**config.mk**
```make
export PLATFORM = sky130hd
export DESIGN_NAME = uart_tx_arbiter
export DESIGN_NICKNAME = d
export VERILOG_FILES = /design/src/rtl/uart_pkg.sv /design/src/rtl/uart_tx_serializer.sv /design/src/rtl/uart_tx_arbiter.sv
export SDC_FILE = /design/constraint.sdc
export NUM_CORES = 1
export LEC_CHECK = 0
export ABC_AREA = 1
export CORE_MARGIN = 2
export CORE_UTILIZATION = 36
export DETAILED_ROUTE_END_ITERATION = 10
export PLACE_DENSITY = 0.63
export SETUP_SLACK_MARGIN = 0.5
export SYNTH_ARGS = -nofsm -noshare
export SYNTH_HDL_FRONTEND = slang
export SYNTH_SLANG_ARGS = --single-unit
```
**constraint.sdc**
```tcl
create_clock -name clk -period 1.65 [get_ports clk]
set_input_delay 0.33 -clock clk [delete_from_list [all_inputs] [get_ports clk]]
set_output_delay 0.33 -clock clk [all_outputs]
set_load 0.02 [all_outputs]
```
**src/rtl/uart_pkg.sv**
```systemverilog
// Shared definitions for the arbitrated UART transmitter: frame states,
// data width and the default baud divider.
package uart_pkg;

  localparam int DATA_BITS            = 8;
  localparam int DEFAULT_CLKS_PER_BIT = 868;  // 115200 baud at 100 MHz

  typedef enum logic [1:0] {
    ST_IDLE  = 2'd0,
    ST_START = 2'd1,
    ST_DATA  = 2'd2,
    ST_STOP  = 2'd3
  } uart_state_e;

endpackage

```
**src/rtl/uart_tx_serializer.sv**
```systemverilog
// Serializes one byte as start bit, 8 data bits LSB first and stop bit.
// A start pulse in IDLE latches the byte; done pulses in the last STOP cycle.
module uart_tx_serializer
  import uart_pkg::*;
#(
  parameter int CLKS_PER_BIT = DEFAULT_CLKS_PER_BIT
) (
  input  logic                 clk,
  input  logic                 rst,
  input  logic                 start_i,
  input  logic [DATA_BITS-1:0] byte_i,
  output logic                 tx_o,
  output logic                 done_o
);

  localparam int CNT_W = (CLKS_PER_BIT > 1) ? $clog2(CLKS_PER_BIT) : 1;
  localparam logic [CNT_W-1:0] CNT_MAX  = CNT_W'(CLKS_PER_BIT - 1);
  localparam logic [2:0]       LAST_BIT = 3'(DATA_BITS - 1);

  uart_state_e          state_q, state_d;
  logic [CNT_W-1:0]     cnt_q, cnt_d;
  logic [2:0]           idx_q, idx_d;
  logic [DATA_BITS-1:0] byte_q, byte_d;
  logic                 tx_q, tx_d;
  logic                 wrap;

  assign wrap = (cnt_q == CNT_MAX);

  // Next-state logic: baud counting, bit sequencing and the next line level.
  always_comb begin
    // NOTE: every combinational output gets a default first so no path leaves it unassigned (no latch).
    state_d = state_q;
    cnt_d   = cnt_q;
    idx_d   = idx_q;
    byte_d  = byte_q;
    tx_d    = tx_q;
    done_o  = 1'b0;

    if (state_q != ST_IDLE) begin
      cnt_d = wrap ? '0 : cnt_q + 1'b1;
    end

    case (state_q)
      ST_IDLE: begin
        tx_d  = 1'b1;
        cnt_d = '0;
        idx_d = '0;
        if (start_i) begin
          byte_d  = byte_i;
          state_d = ST_START;
          tx_d    = 1'b0;
        end
      end
      ST_START: begin
        if (wrap) begin
          state_d = ST_DATA;
          idx_d   = '0;
          tx_d    = byte_q[0];
        end
      end
      ST_DATA: begin
        if (wrap) begin
          if (idx_q == LAST_BIT) begin
            state_d = ST_STOP;
            tx_d    = 1'b1;
          end else begin
            idx_d = idx_q + 3'd1;
            tx_d  = byte_q[idx_q + 3'd1];
          end
        end
      end
      ST_STOP: begin
        if (wrap) begin
          state_d = ST_IDLE;
          done_o  = 1'b1;
          tx_d    = 1'b1;
        end
      end
      default: begin
        state_d = ST_IDLE;
        tx_d    = 1'b1;
      end
    endcase
  end

  // State registers; tx is registered so the line never glitches.
  always_ff @(posedge clk) begin
    // NOTE: sequential state uses non-blocking assignments so all registers update from the same pre-edge values.
    if (rst) begin
      state_q <= ST_IDLE;
      cnt_q   <= '0;
      idx_q   <= '0;
      byte_q  <= '0;
      tx_q    <= 1'b1;
    end else begin
      state_q <= state_d;
      cnt_q   <= cnt_d;
      idx_q   <= idx_d;
      byte_q  <= byte_d;
      tx_q    <= tx_d;
    end
  end

  assign tx_o = tx_q;

endmodule

```
**src/rtl/uart_tx_arbiter.sv**
```systemverilog
// Round-robin arbiter sharing one UART transmitter among NUM_REQ requesters.
// Arbitration and the valid/ready handshake live here; framing is delegated.
module uart_tx_arbiter
  import uart_pkg::*;
#(
  parameter int NUM_REQ      = 4,
  parameter int CLKS_PER_BIT = DEFAULT_CLKS_PER_BIT,
  localparam int GW          = (NUM_REQ > 1) ? $clog2(NUM_REQ) : 1
) (
  input  logic                         clk,
  input  logic                         rst,
  input  logic [NUM_REQ-1:0]           req_valid,
  input  logic [DATA_BITS*NUM_REQ-1:0] req_data,
  output logic [NUM_REQ-1:0]           req_ready,
  output logic                         tx_out,
  output logic                         busy,
  output logic [GW-1:0]                grant_id
);

  logic                 busy_q;
  logic [GW-1:0]        last_grant_q;
  logic [GW-1:0]        grant_id_q;
  logic [GW-1:0]        sel;
  logic                 found;
  logic [NUM_REQ-1:0]   ready_vec;
  logic                 handshake;
  logic [DATA_BITS-1:0] sel_byte;
  logic                 frame_done;

  // Round-robin search starting one past the last winner, plus the handshake.
  always_comb begin
    logic [GW:0]   sum;
    logic [GW-1:0] cand;
    sel       = '0;
    found     = 1'b0;
    ready_vec = '0;
    sel_byte  = '0;
    for (int off = 1; off <= NUM_REQ; off++) begin
      sum = {1'b0, last_grant_q} + (GW+1)'(off);
      if (sum >= (GW+1)'(NUM_REQ)) begin
        sum = sum - (GW+1)'(NUM_REQ);
      end
      cand = sum[GW-1:0];
      if (!found && req_valid[cand]) begin
        found = 1'b1;
        sel   = cand;
      end
    end
    for (int i = 0; i < NUM_REQ; i++) begin
      if (GW'(i) == sel) begin
        sel_byte     = req_data[i*DATA_BITS +: DATA_BITS];
        ready_vec[i] = found && !busy_q && !rst;
      end
    end
    handshake = |(ready_vec & req_valid);
  end

  // Grant bookkeeping: a handshake claims the line until the frame completes.
  always_ff @(posedge clk) begin
    if (rst) begin
      busy_q       <= 1'b0;
      last_grant_q <= GW'(NUM_REQ - 1);
      grant_id_q   <= '0;
    end else if (handshake) begin
      busy_q       <= 1'b1;
      last_grant_q <= sel;
      grant_id_q   <= sel;
    end else if (frame_done) begin
      busy_q       <= 1'b0;
    end
  end

  uart_tx_serializer #(
    .CLKS_PER_BIT(CLKS_PER_BIT)
  ) u_serializer (
    .clk     (clk),
    .rst     (rst),
    .start_i (handshake),
    .byte_i  (sel_byte),
    .tx_o    (tx_out),
    .done_o  (frame_done)
  );

  assign req_ready = ready_vec;
  assign busy      = busy_q;
  assign grant_id  = grant_id_q;

endmodule

```
==> metrics.txt, run 1 <==
# TYPE chip_impl_metric gauge
chip_impl_metric{name="timing.final.ws_setup",unit="ns"} -0.527
chip_impl_metric{name="antenna_violations_before_repair",unit=""} 0
chip_impl_metric{name="globalRouteTotalUtil",unit="%"} 18.8
chip_impl_metric{name="insertedDiodeCount",unit=""} 0
chip_impl_metric{name="depth_of_the_cts_h_tree",unit=""} 2
chip_impl_metric{name="detail_route.iter0.violations",unit=""} 53
chip_impl_metric{name="post_route_cells_drive_above_1_share",unit="%"} 44.8
chip_impl_metric{name="grt_first_pass_wirelength",unit="µm"} 9290
chip_impl_metric{name="relSlewSlack",unit="%"} 82.8
chip_impl_metric{name="synth_area_per_cell",unit="µm²"} 6.53
chip_impl_metric{name="report.final.slew_viol_count",unit=""} 0
chip_impl_info{name="violations",value="negative setup slack"} 1
chip_impl_metric{name="dr.pass1.iters",unit=""} 4
chip_impl_metric{name="numCtsBuffers",unit=""} 5
chip_impl_metric{name="yosys_warnings",unit=""} 0
chip_impl_info{name="most_frequent_standard_cell_in_the_layout_excluding_fill_and_tap_cells",value="sky130_fd_sc_hd__nand2_1"} 1
chip_impl_metric{name="power_switching",unit="µW"} 2370
chip_impl_metric{name="layout-area-overhead-vs-synth",unit="%"} 82.8
chip_impl_metric{name="design.final.nets",unit=""} 446
chip_impl_metric{name="die_area",unit="µm²"} 6030
chip_impl_metric{name="die-width",unit="µm"} 77.7
chip_impl_metric{name="power.density_cell_area",unit="nW/µm²"} 1480
chip_impl_metric{name="ys_seq_area_share",unit="%"} 29.7
chip_impl_metric{name="vias_per_cell",unit=""} 4.73
chip_impl_metric{name="core.rowCount",unit=""} 26
chip_impl_metric{name="placedInstanceArea",unit="µm²"} 2790
chip_impl_metric{name="drv.max_cap_violation_count",unit=""} 0
chip_impl_metric{name="io_pins",unit=""} 46
chip_impl_metric{name="worst_ep_required_time",unit="ns"} 1.32
chip_impl_metric{name="setup_viol",unit=""} 20
chip_impl_info{name="final_cell_mix",value="sky130_fd_sc_hd__nand2_1 (65), sky130_fd_sc_hd__clkdlybuf4s50_1 (33), sky130_fd_sc_hd__buf_6 (31)"} 1
chip_impl_metric{name="syn_area",unit="µm²"} 1950
chip_impl_metric{name="path_max_fanout",unit=""} 8
chip_impl_metric{name="final_design_area_no_fill",unit="µm²"} 3570
chip_impl_metric{name="clk-insertion-delay-late",unit="ns"} 0.28
chip_impl_metric{name="vias",unit=""} 2233
chip_impl_metric{name="core",unit="µm²"} 5170
chip_impl_metric{name="final.period_utilization",unit="%"} 132
chip_impl_metric{name="clock_power_share",unit="%"} 10.6
chip_impl_info{name="ctsRootBufferMaster",value="sky130_fd_sc_hd__clkbuf_8"} 1
chip_impl_metric{name="ant_nets",unit=""} 0
chip_impl_metric{name="detail_route.wirelength",unit="µm"} 5990
chip_impl_info{name="end_kind",value="primary output"} 1
chip_impl_metric{name="clock-sinks",unit=""} 29
chip_impl_info{name="critical_path_class",value="flop to primary output"} 1
chip_impl_metric{name="power.share.switching",unit="%"} 45.0
chip_impl_metric{name="clkSlewWorstSetupHoldPaths",unit="ns"} 0.06
chip_impl_metric{name="async_flop_share",unit="%"} 0
chip_impl_metric{name="mappedNetlistNets",unit=""} 344
chip_impl_metric{name="grt_max_degree",unit=""} 12
chip_impl_metric{name="floorplan.initialDensity",unit="%"} 37.8
chip_impl_metric{name="combPwrFrac",unit="%"} 70.3
chip_impl_info{name="hp-class",value="flop to flop"} 1
chip_impl_metric{name="ctsHoldBuffers",unit=""} 0
chip_impl_metric{name="number_of_synthesized_flops_with_an_enable_pin",unit=""} 0
chip_impl_metric{name="synthDistinctLibCells",unit=""} 36
chip_impl_metric{name="worst-slew-pin-transition",unit="ns"} 0.256
chip_impl_metric{name="first_global_vias",unit=""} 2205
chip_impl_metric{name="post-route-drc-count",unit=""} 0
chip_impl_metric{name="worst_voltage_drop_across_the_vdd_grid",unit="V"} 0.000748
chip_impl_metric{name="postSynthRegisterBits",unit=""} 29
chip_impl_metric{name="p_total",unit="µW"} 5270
chip_impl_metric{name="max_freq",unit="GHz"} 0.459
chip_impl_metric{name="finalWeightedCongestion",unit=""} 0.778
chip_impl_metric{name="min_period",unit="ns"} 2.18
chip_impl_metric{name="seq_power_share",unit="%"} 19.1
chip_impl_metric{name="clockBufferDepth",unit=""} 2
chip_impl_metric{name="place_hpwl",unit="µm"} 3910
chip_impl_metric{name="clock-skew-final",unit="ns"} 0.00276
chip_impl_metric{name="cell_internal_pwr",unit="µW"} 2900
chip_impl_metric{name="power.static_leakage",unit="µW"} 0.00160
chip_impl_metric{name="grt_overflow_total",unit=""} 0
chip_impl_metric{name="final-hold-violation-count",unit=""} 0
chip_impl_info{name="ys.flop_type",value="sky130_fd_sc_hd__dfxtp_1"} 1
chip_impl_metric{name="avgRoutedWirePerCell",unit="µm"} 12.7
chip_impl_metric{name="io_buffer_count",unit=""} 45
chip_impl_info{name="grt_setup_unrepaired",value="true"} 1
chip_impl_metric{name="die_h",unit="µm"} 77.7
chip_impl_info{name="worstSetupStartpointType",value="flop"} 1
chip_impl_metric{name="critical_path_arrival",unit="ns"} 1.85
chip_impl_metric{name="netlist_instances",unit=""} 299
chip_impl_info{name="tritoncts",value="built"} 1
chip_impl_info{name="outcome",value="finished with violations"} 1
## power groups by stage
| stage | registers [µW] | logic (µW) | clock network, µW |
|---|---|---|---|
| 5_1_grt | 1020 | 4020 | 600 |
| 3_5_place_dp | 967 | 2700 | 0 |
| 4_1_cts | 982 | 3130 | 565 |
| 2_1_floorplan | 976 | 1870 | 0 |
| 6_report | 1010 | 3710 | 557 |
| 3_3_place_gp | 965 | 2670 | 0 |
## cell usage after synthesis (4+ instances only)
master	n	share of area [%]
sky130_fd_sc_hd__nand3_1	23	5.9
sky130_fd_sc_hd__nor2_1	20	3.8
sky130_fd_sc_hd__nand2_2	5	1.6
sky130_fd_sc_hd__ha_1	7	4.5
sky130_fd_sc_hd__nor3_1	8	2.1
sky130_fd_sc_hd__dfxtp_1	29	30
sky130_fd_sc_hd__o21ai_1	4	1.0
sky130_fd_sc_hd__o21a_1	4	1.5
sky130_fd_sc_hd__nand4_1	6	1.9
sky130_fd_sc_hd__o21ai_0	13	3.3
sky130_fd_sc_hd__inv_1	39	7.5
sky130_fd_sc_hd__nand2_4	4	2.3
sky130_fd_sc_hd__nand2_1	91	17
sky130_fd_sc_hd__a21oi_1	16	4.1
## cell families (layout without fill, tap and decap cells)
kind of cell    count (synthesis)  after routing  synth area share [%]
simple gates                  166            166                  39.9
compound gates                 46             46                  13.6
fa+ha+maj                       7              7                  4.48
buf+inv                        49            152                  11.3
flops                          29             29                  29.7
xor+xnor                        2              2                 0.897
## metal layers
layer | wire length (µm) | global-route usage, %
met1 | 2460 | 21.5
met2 | 3230 | 35.1
met3 | 221 | 4.07
met4 | 78 | 4.64
met5 | 0 | 0
## stage by stage
step                util, %  instances  TNS (ns)  hold WS (ns)  setup slack [ns]
floorplan                 -        299     -1.18         0.391            -0.223
detailed placement     54.0        434    -13.59         0.407             -1.05
global placement       54.0        434    -13.13         0.402             -1.03
global route           69.0        472     -9.86         0.485            -0.607
finish                 69.0        472     -7.60         0.471            -0.527
CTS                    61.7        460     -5.31         0.441            -0.467
## critical path, cell delays in order (launching register included)
cell	delay [ns]
sky130_fd_sc_hd__dfxtp_4	0.42
sky130_fd_sc_hd__inv_8	0.07
sky130_fd_sc_hd__nand2_2	0.06
sky130_fd_sc_hd__nand2_2	0.08
sky130_fd_sc_hd__nand2_4	0.08
sky130_fd_sc_hd__nand2_4	0.06
sky130_fd_sc_hd__nor2_4	0.16
sky130_fd_sc_hd__nand4_4	0.13
sky130_fd_sc_hd__nand2_8	0.14
sky130_fd_sc_hd__inv_6	0.04
sky130_fd_sc_hd__nor3_4	0.18
sky130_fd_sc_hd__buf_6	0.14
## what timing repair did
item	in CTS	in global routing
resized for setup	101	80
setup endpoints to repair	35	34
pin swaps	27	34
buffers inserted	18	12
## registers in the layout, indices dropped and copies added, names as in the netlist
signal,cells
grant_id,2
u_serializer.idx_q,3
u_serializer.cnt_q,10
busy,1
u_serializer.tx_o,1
last_grant_q,2
u_serializer.byte_q,8
u_serializer.state_q,2
## worst paths after layout
path | startpoint | to | slack (ns) | depth (start not counted)
setup / recovery | last_grant_q[0]$_SDFFE_PP1P_ | req_ready[3] | -0.53 | 11
hold / removal | u_serializer.byte_q[3]$_SDFFE_PP0P_ | u_serializer.byte_q[3]$_SDFFE_PP0P_ | 0.47 | 2
setup reg to reg | last_grant_q[0]$_SDFFE_PP1P_ | u_serializer.byte_q[7]$_SDFFE_PP0P_ | -0.43 | 18
hold reg to reg | u_serializer.byte_q[3]$_SDFFE_PP0P_ | u_serializer.byte_q[3]$_SDFFE_PP0P_ | 0.47 | 2
## final cells by class
class / instances / area (µm²)
repair buffers: 100 / 985
well taps: 70 / 87.6
inverters: 44 / 214
flip-flops and latches: 29 / 607
clock buffers: 8 / 80.1
fillers: 409 / 1600
multi-input cells: 221 / 1600
Power figures use the tool's default switching activity.
==> run 2: changes to the inputs <==
--- a/config.mk
+++ b/config.mk
@@ -6,8 +6,8 @@
 export NUM_CORES = 1
 export LEC_CHECK = 0
 export ABC_AREA = 1
-export CORE_MARGIN = 2
 export CORE_UTILIZATION = 36
+export CTS_BUF_LIST = sky130_fd_sc_hd__clkbuf_16
 export DETAILED_ROUTE_END_ITERATION = 10
 export PLACE_DENSITY = 0.63
 export SETUP_SLACK_MARGIN = 0.5
==> run 2 against run 1 <==
Effect of this change:
- the flow still finishes with violations (negative setup slack)
- cell count fell by 0.64%
- register-to-register slack is essentially flat
- setup slack better by 0.041 ns
- first-iteration DRC count rose by 21%
- critical path depth stayed put
- via count about the same
==> metrics.txt, run 2 (same netlist as run 1, synthesis figures left out) <==
# TYPE chip_impl_metric gauge
chip_impl_info{name="outcome",value="finished with violations"} 1
chip_impl_info{name="violations",value="negative setup slack"} 1
chip_impl_metric{name="depth_of_the_cts_h_tree",unit=""} 2
chip_impl_metric{name="fill_cells",unit=""} 435
chip_impl_metric{name="detail_route.wirelength",unit="µm"} 5600
chip_impl_info{name="worstSetupStartpointType",value="flop"} 1
chip_impl_metric{name="ant_nets",unit=""} 0
chip_impl_metric{name="worst_voltage_drop_across_the_vdd_grid",unit="V"} 0.000889
chip_impl_metric{name="first_global_vias",unit=""} 2076
chip_impl_metric{name="post_place_cells",unit=""} 434
chip_impl_info{name="register_ranked_first_by_flip_flop_count",value="u_serializer.cnt_q"} 1
chip_impl_metric{name="finish.cell_count_without_fillers",unit=""} 469
chip_impl_metric{name="p_total",unit="µW"} 5270
chip_impl_metric{name="ctsHoldBuffers",unit=""} 0
chip_impl_metric{name="place_hpwl",unit="µm"} 3900
chip_impl_metric{name="report.final.slew_viol_count",unit=""} 0
chip_impl_info{name="ctsRootBufferMaster",value="sky130_fd_sc_hd__clkbuf_16"} 1
chip_impl_metric{name="antenna_violations_before_repair",unit=""} 0
chip_impl_metric{name="grt_first_pass_wirelength",unit="µm"} 8790
chip_impl_info{name="grt_setup_unrepaired",value="true"} 1
chip_impl_metric{name="power.share.switching",unit="%"} 43.3
chip_impl_metric{name="timing.final.ws_setup",unit="ns"} -0.485
chip_impl_metric{name="clk-insertion-delay-late",unit="ns"} 0.28
chip_impl_metric{name="vias",unit=""} 2231
chip_impl_info{name="cpMaxStageDelayCell",value="sky130_fd_sc_hd__dfxtp_4"} 1
chip_impl_metric{name="drv.max_cap_violation_count",unit=""} 0
chip_impl_metric{name="power_switching",unit="µW"} 2290
chip_impl_metric{name="seq_power_share",unit="%"} 18.6
chip_impl_metric{name="clock-sinks",unit=""} 29
chip_impl_metric{name="power.static_leakage",unit="µW"} 0.00158
chip_impl_metric{name="setup_viol",unit=""} 20
chip_impl_metric{name="die-width",unit="µm"} 75.7
chip_impl_metric{name="numCtsBuffers",unit=""} 5
chip_impl_metric{name="insertedDiodeCount",unit=""} 0
chip_impl_info{name="end_kind",value="primary output"} 1
chip_impl_metric{name="max_reg_flops",unit=""} 10
chip_impl_metric{name="final-hold-violation-count",unit=""} 0
chip_impl_metric{name="die_h",unit="µm"} 75.7
chip_impl_metric{name="grt_overflow_total",unit=""} 0
chip_impl_metric{name="io_pins",unit=""} 46
chip_impl_metric{name="critical_path_arrival",unit="ns"} 1.81
chip_impl_metric{name="avgRoutedWirePerCell",unit="µm"} 11.9
chip_impl_metric{name="min_period",unit="ns"} 2.14
chip_impl_metric{name="die_area",unit="µm²"} 5720
chip_impl_info{name="reg.largest.list",value="u_serializer.cnt_q (10), u_serializer.byte_q (8), u_serializer.idx_q (3)"} 1
chip_impl_metric{name="combPwrFrac",unit="%"} 65.4
chip_impl_metric{name="cp.buffers_inverters",unit=""} 4
chip_impl_info{name="most_frequent_standard_cell_in_the_layout_excluding_fill_and_tap_cells",value="sky130_fd_sc_hd__nand2_1"} 1
chip_impl_metric{name="finalWeightedCongestion",unit=""} 0.807
chip_impl_metric{name="final.period_utilization",unit="%"} 129
chip_impl_info{name="critical_path_class",value="flop to primary output"} 1
chip_impl_metric{name="io_buffer_count",unit=""} 45
chip_impl_metric{name="worst_ep_required_time",unit="ns"} 1.32
chip_impl_metric{name="post_route_cells_drive_above_1_share",unit="%"} 42.4
chip_impl_metric{name="clock-skew-final",unit="ns"} 0.00637
chip_impl_info{name="path_cells",value="inv_8 -> buf_4 -> nand2_1 -> nand3_1 -> nand2_2 -> nor2_4 -> nand4_4 -> nand2_8 -> inv_6 -> nor3_4 -> buf_6"} 1
chip_impl_info{name="final_cell_mix",value="sky130_fd_sc_hd__nand2_1 (69), sky130_fd_sc_hd__buf_4 (35), sky130_fd_sc_hd__clkdlybuf4s50_1 (33)"} 1
chip_impl_info{name="path_delay_family",value="simple AND/OR/NAND/NOR gates"} 1
chip_impl_metric{name="dr.pass1.iters",unit=""} 5
chip_impl_metric{name="grt_max_degree",unit=""} 12
chip_impl_metric{name="clkSlewWorstSetupHoldPaths",unit="ns"} 0.05
chip_impl_metric{name="power.density_cell_area",unit="nW/µm²"} 1510
chip_impl_metric{name="core",unit="µm²"} 5170
chip_impl_metric{name="path_max_fanout",unit=""} 8
chip_impl_metric{name="globalRouteTotalUtil",unit="%"} 20.4
chip_impl_metric{name="relSlewSlack",unit="%"} 83.4
chip_impl_metric{name="max_stage_delay",unit="ns"} 0.38
chip_impl_info{name="tritoncts",value="built"} 1
chip_impl_metric{name="core.rowCount",unit=""} 26
chip_impl_metric{name="worst-slew-pin-transition",unit="ns"} 0.247
chip_impl_metric{name="floorplan.initialDensity",unit="%"} 37.8
chip_impl_metric{name="layout-area-overhead-vs-synth",unit="%"} 79.1
chip_impl_metric{name="post-route-drc-count",unit=""} 0
chip_impl_metric{name="setup_total_negative_slack",unit="ns"} -7.07
chip_impl_info{name="hp-class",value="flop to flop"} 1
chip_impl_metric{name="detail_route.iter0.violations",unit=""} 64
chip_impl_metric{name="clock_power_share",unit="%"} 16.0
chip_impl_metric{name="cell_internal_pwr",unit="µW"} 2990
chip_impl_metric{name="vias_per_cell",unit=""} 4.76
chip_impl_metric{name="clockBufferDepth",unit=""} 2
chip_impl_metric{name="max_freq",unit="GHz"} 0.468
chip_impl_metric{name="design.final.nets",unit=""} 443
[run 2: worst min-delay path, cell delays in order, from the launching register on]
cell and delay [ns]:
sky130_fd_sc_hd__dfxtp_1 0.31, sky130_fd_sc_hd__nand2_1 0.05, sky130_fd_sc_hd__nand3_1 0.07
[run 2: worst paths after layout]
kind / slack (ns) / start / cells past startpoint / to
setup reg to reg: -0.43 / last_grant_q[0]$_SDFFE_PP1P_ / 15 / u_serializer.byte_q[4]$_SDFFE_PP0P_
hold reg to reg: 0.46 / u_serializer.tx_o$_SDFFE_PP1P_ / 2 / u_serializer.tx_o$_SDFFE_PP1P_
setup / recovery: -0.49 / last_grant_q[0]$_SDFFE_PP1P_ / 11 / req_ready[3]
hold / removal: 0.46 / u_serializer.tx_o$_SDFFE_PP1P_ / 2 / u_serializer.tx_o$_SDFFE_PP1P_
[run 2: stage by stage]
step           hold WS [ns]  setup slack (ns)  area (µm²)  util [%]
3_3_place_gp          0.398             -1.03        2780      53.7
3_5_place_dp          0.405             -1.04        2780      53.7
4_1_cts               0.466            -0.443        3210      62.0
2_1_floorplan         0.391            -0.223        2100         -
5_1_grt               0.486            -0.568        3500      67.6
6_report              0.462            -0.485        3500      67.6
[run 2: power by group through the flow]
| stage | logic, µW | clock network, µW | registers [µW] |
|---|---|---|---|
| 4_1_cts | 3130 | 860 | 961 |
| 2_1_floorplan | 1870 | 0 | 976 |
| 6_report | 3450 | 842 | 981 |
| 3_5_place_dp | 2640 | 0 | 968 |
| 5_1_grt | 3780 | 903 | 1000 |
| 3_3_place_gp | 2630 | 0 | 964 |
[run 2: cell type report]
class                           instances  area, µm²  share of cell area (%)
Clock buffer                            5        125                    3.58
Inverter                               44        201                    5.76
Tap cell                               70       87.6                    2.50
Clock inverter                          3       12.5                   0.358
Sequential cell                        29        598                    17.1
Timing Repair Buffer                   97        912                    26.1
Multi-Input combinational cell        221       1560                    44.6
[run 2: layer usage]
metal  part of all wire (%)  vias up  GRT usage (%)
met5                      0        -              0
met4                   0.14        0           4.32
met3                    3.4        2           5.69
met2                     54       33           36.5
met1                     43     1022           24.5
li1                       -     1174              -
[run 2: what timing repair did]
| action | CTS | global route |
|---|---|---|
| hold endpoints to repair | 0 | 0 |
| pin swaps | 25 | 35 |
| resized for setup | 93 | 57 |
| buffers inserted | 16 | 11 |
| endpoints found under the setup margin | 35 | 34 |
==> run 3: changes to the inputs <==
--- a/config.mk
+++ b/config.mk
@@ -9,7 +9,7 @@
 export CORE_UTILIZATION = 36
 export CTS_BUF_LIST = sky130_fd_sc_hd__clkbuf_16
 export DETAILED_ROUTE_END_ITERATION = 10
-export PLACE_DENSITY = 0.63
+export PLACE_DENSITY = 0.6
 export SETUP_SLACK_MARGIN = 0.5
 export SYNTH_ARGS = -nofsm -noshare
 export SYNTH_HDL_FRONTEND = slang
==> run 3 against run 2 <==
Effect of this change:
- the run still ends with negative setup slack left
- fmax grew 0.45%
- combinational power grew 2%
- setup slack gained 0.0095 ns
- clock-buffer cell count is the same
- design area shrank 1.8%
- sequential cell count is the same
- core utilization shrank 1.2 points
- register-to-register slack gained 0.02 ns
- non-clock buffer count shrank 3
- clock power shrank 2%
==> metrics.txt, run 3 (same netlist as run 1, synthesis figures left out) <==
# TYPE chip_impl_metric gauge
chip_impl_metric{name="worst_ep_required_time",unit="ns"} 1.32
chip_impl_metric{name="avgRoutedWirePerCell",unit="µm"} 12.2
chip_impl_metric{name="clock-skew-final",unit="ns"} 0.00469
chip_impl_metric{name="ctsHoldBuffers",unit=""} 0
chip_impl_metric{name="ant_nets",unit=""} 0
chip_impl_info{name="grt_setup_unrepaired",value="true"} 1
chip_impl_metric{name="clkSlewWorstSetupHoldPaths",unit="ns"} 0.05
chip_impl_metric{name="die_area",unit="µm²"} 5720
chip_impl_metric{name="globalRouteTotalUtil",unit="%"} 20.4
chip_impl_metric{name="power_switching",unit="µW"} 2300
chip_impl_metric{name="worst_voltage_drop_across_the_vdd_grid",unit="V"} 0.000654
chip_impl_metric{name="timing.final.ws_setup",unit="ns"} -0.476
chip_impl_metric{name="detail_route.wirelength",unit="µm"} 5690
chip_impl_metric{name="numCtsBuffers",unit=""} 5
chip_impl_metric{name="final.period_utilization",unit="%"} 129
chip_impl_metric{name="clock-sinks",unit=""} 29
chip_impl_info{name="startpoint_of_the_worst_slack_reg_to_reg_timing_path",value="last_grant_q[0]$_SDFFE_PP1P_"} 1
chip_impl_metric{name="max_reg_flops",unit=""} 10
chip_impl_metric{name="min_path_cells",unit=""} 2
chip_impl_metric{name="design.final.nets",unit=""} 441
chip_impl_metric{name="finalWeightedCongestion",unit=""} 0.807
chip_impl_info{name="crit-reg2reg-capture",value="u_serializer.byte_q[1]$_SDFFE_PP0P_"} 1
chip_impl_metric{name="core.rowCount",unit=""} 26
chip_impl_metric{name="power.density_cell_area",unit="nW/µm²"} 1550
chip_impl_metric{name="core",unit="µm²"} 5170
chip_impl_metric{name="path_max_fanout",unit=""} 8
chip_impl_metric{name="finish.cell_count_without_fillers",unit=""} 467
chip_impl_info{name="worstHoldStart",value="u_serializer.idx_q[2]$_SDFFE_PP0P_"} 1
chip_impl_metric{name="post_route_cells_drive_above_1_share",unit="%"} 41.6
chip_impl_info{name="hp-class",value="flop to flop"} 1
chip_impl_metric{name="layout-area-overhead-vs-synth",unit="%"} 75.9
chip_impl_metric{name="cell_internal_pwr",unit="µW"} 3010
chip_impl_metric{name="io_pins",unit=""} 46
chip_impl_metric{name="io_buffer_count",unit=""} 45
chip_impl_metric{name="max_freq",unit="GHz"} 0.470
chip_impl_metric{name="power.static_leakage",unit="µW"} 0.00155
chip_impl_metric{name="grt_overflow_total",unit=""} 0
chip_impl_metric{name="insertedDiodeCount",unit=""} 0
chip_impl_info{name="most_frequent_standard_cell_in_the_layout_excluding_fill_and_tap_cells",value="sky130_fd_sc_hd__nand2_1"} 1
chip_impl_info{name="end_kind",value="primary output"} 1
chip_impl_metric{name="placedInstanceArea",unit="µm²"} 2780
chip_impl_metric{name="detail_route.iter0.violations",unit=""} 53
chip_impl_info{name="ctsRootBufferMaster",value="sky130_fd_sc_hd__clkbuf_16"} 1
chip_impl_metric{name="clk-insertion-delay-late",unit="ns"} 0.27
chip_impl_info{name="critical_path_class",value="flop to primary output"} 1
chip_impl_metric{name="post_place_cells",unit=""} 434
chip_impl_metric{name="rr_worst_depth",unit=""} 15
chip_impl_metric{name="final_design_area_no_fill",unit="µm²"} 3440
chip_impl_metric{name="post-route-drc-count",unit=""} 0
chip_impl_metric{name="relSlewSlack",unit="%"} 83.5
chip_impl_metric{name="first_global_vias",unit=""} 2058
chip_impl_info{name="holdPathEnd",value="u_serializer.idx_q[2]$_SDFFE_PP0P_"} 1
chip_impl_info{name="worstSetupStartpointType",value="flop"} 1
chip_impl_metric{name="report.final.slew_viol_count",unit=""} 0
chip_impl_metric{name="floorplan.initialDensity",unit="%"} 37.8
chip_impl_metric{name="clock_power_share",unit="%"} 15.6
chip_impl_metric{name="combPwrFrac",unit="%"} 66.2
chip_impl_metric{name="worst-slew-pin-transition",unit="ns"} 0.245
chip_impl_metric{name="place_hpwl",unit="µm"} 3990
chip_impl_metric{name="fill_cells",unit=""} 452
chip_impl_metric{name="grt_max_degree",unit=""} 12
chip_impl_metric{name="final-hold-violation-count",unit=""} 0
chip_impl_metric{name="clockBufferDepth",unit=""} 2
chip_impl_info{name="tritoncts",value="built"} 1
chip_impl_metric{name="drv.max_cap_violation_count",unit=""} 0
chip_impl_metric{name="depth_of_the_cts_h_tree",unit=""} 2
chip_impl_metric{name="dr.pass1.iters",unit=""} 4
chip_impl_metric{name="r2r_slack",unit="ns"} -0.41
chip_impl_metric{name="fin_worst_hold_slack",unit="ns"} 0.471
chip_impl_info{name="final_cell_mix",value="sky130_fd_sc_hd__nand2_1 (68), sky130_fd_sc_hd__clkdlybuf4s50_1 (33), sky130_fd_sc_hd__buf_4 (33)"} 1
chip_impl_info{name="outcome",value="finished with violations"} 1
chip_impl_metric{name="die-width",unit="µm"} 75.7
chip_impl_metric{name="critical_path_arrival",unit="ns"} 1.80
chip_impl_metric{name="antenna_violations_before_repair",unit=""} 0
chip_impl_metric{name="vias_per_cell",unit=""} 4.72
chip_impl_info{name="reg.largest.list",value="u_serializer.cnt_q (10), u_serializer.byte_q (8), u_serializer.idx_q (3)"} 1
chip_impl_info{name="violations",value="negative setup slack"} 1
chip_impl_metric{name="seq_power_share",unit="%"} 18.2
chip_impl_metric{name="power.share.switching",unit="%"} 43.3
chip_impl_metric{name="setup_viol",unit=""} 20
chip_impl_metric{name="min_period",unit="ns"} 2.13
chip_impl_metric{name="vias",unit=""} 2204
chip_impl_metric{name="grt_first_pass_wirelength",unit="µm"} 8800
chip_impl_metric{name="die_h",unit="µm"} 75.7
chip_impl_info{name="register_ranked_first_by_flip_flop_count",value="u_serializer.cnt_q"} 1
## run 3: changes by cell type in the layout (fill, tap and decap cells not counted), sizes merged
cell / previous run / this run
clkinv: 5 / 3
inv: 42 / 45
buf: 60 / 57
## run 3: layout make-up
cell class	instances	area, µm²	area share (%)
timing repair inverter	1	3.75	0.109
tap	70	87.6	2.55
timing repair buffer	94	888	25.9
inverter	44	191	5.57
clock inverter	3	11.3	0.328
clock buffer	5	125	3.64
sequential	29	594	17.3
multi-input combinational	221	1530	44.6
## run 3: worst max-delay path by stage
stage                                       startpoint                             endpoint  depth (start not counted)
after CTS                 last_grant_q[0]$_SDFFE_PP1P_                         req_ready[3]                         11
after floorplan           last_grant_q[0]$_SDFFE_PP1P_                         req_ready[3]                         12
final                     last_grant_q[0]$_SDFFE_PP1P_                         req_ready[3]                         11
after global routing      last_grant_q[0]$_SDFFE_PP1P_  u_serializer.byte_q[7]$_SDFFE_PP0P_                         18
after detailed placement                  req_valid[1]                         req_ready[3]                         10
after global placement                    req_valid[2]                         req_ready[3]                         11
## run 3: repair_timing
action	CTS	global route
pin swaps	41	27
endpoints found under the setup margin	35	34
buffers inserted	16	8
gates cloned	1	0
hold endpoints to repair	0	0
gates resized for setup	95	46
## run 3: critical path, cell delays in order, from the launching register on
cell                      delay (ns)
sky130_fd_sc_hd__dfxtp_4        0.41
sky130_fd_sc_hd__inv_6          0.06
sky130_fd_sc_hd__nand2_2        0.07
sky130_fd_sc_hd__nand2_2        0.07
sky130_fd_sc_hd__nand2_2        0.09
sky130_fd_sc_hd__nand2_4        0.06
sky130_fd_sc_hd__nor2_4         0.15
sky130_fd_sc_hd__nand4_4        0.14
sky130_fd_sc_hd__nand2_8        0.14
sky130_fd_sc_hd__inv_6          0.04
sky130_fd_sc_hd__nor3_4         0.15
sky130_fd_sc_hd__buf_6          0.14
## run 3: through the flow
| step | power (µW) | setup slack (ns) | utilization [%] | setup TNS [ns] |
|---|---|---|---|---|
| after floorplan | 2840 | -0.223 | - | -1.18 |
| after global placement | 3600 | -1.04 | 53.7 | -12.95 |
| after detailed placement | 3620 | -1.07 | 53.7 | -13.55 |
| after CTS | 4910 | -0.445 | 62.2 | -6.54 |
| after global routing | 5690 | -0.560 | 66.4 | -9.25 |
| final | 5310 | -0.476 | 66.4 | -6.91 |
## run 3: power groups by stage
stage	clock [µW]	combinational (µW)	sequential, µW
2_1_floorplan	0	1870	976
3_3_place_gp	0	2630	963
3_5_place_dp	0	2650	966
4_1_cts	842	3110	962
5_1_grt	874	3830	989
6_report	829	3510	967
## run 3: layer usage
| layer | vias up | part of all wire [%] | GRT usage [%] |
|---|---|---|---|
| met5 | - | 0 | 0 |
| met4 | 0 | 1.4 | 5.56 |
| met3 | 11 | 2.1 | 3.57 |
| met2 | 30 | 53 | 37.8 |
| met1 | 1000 | 44 | 24.2 |
| li1 | 1163 | - | - |
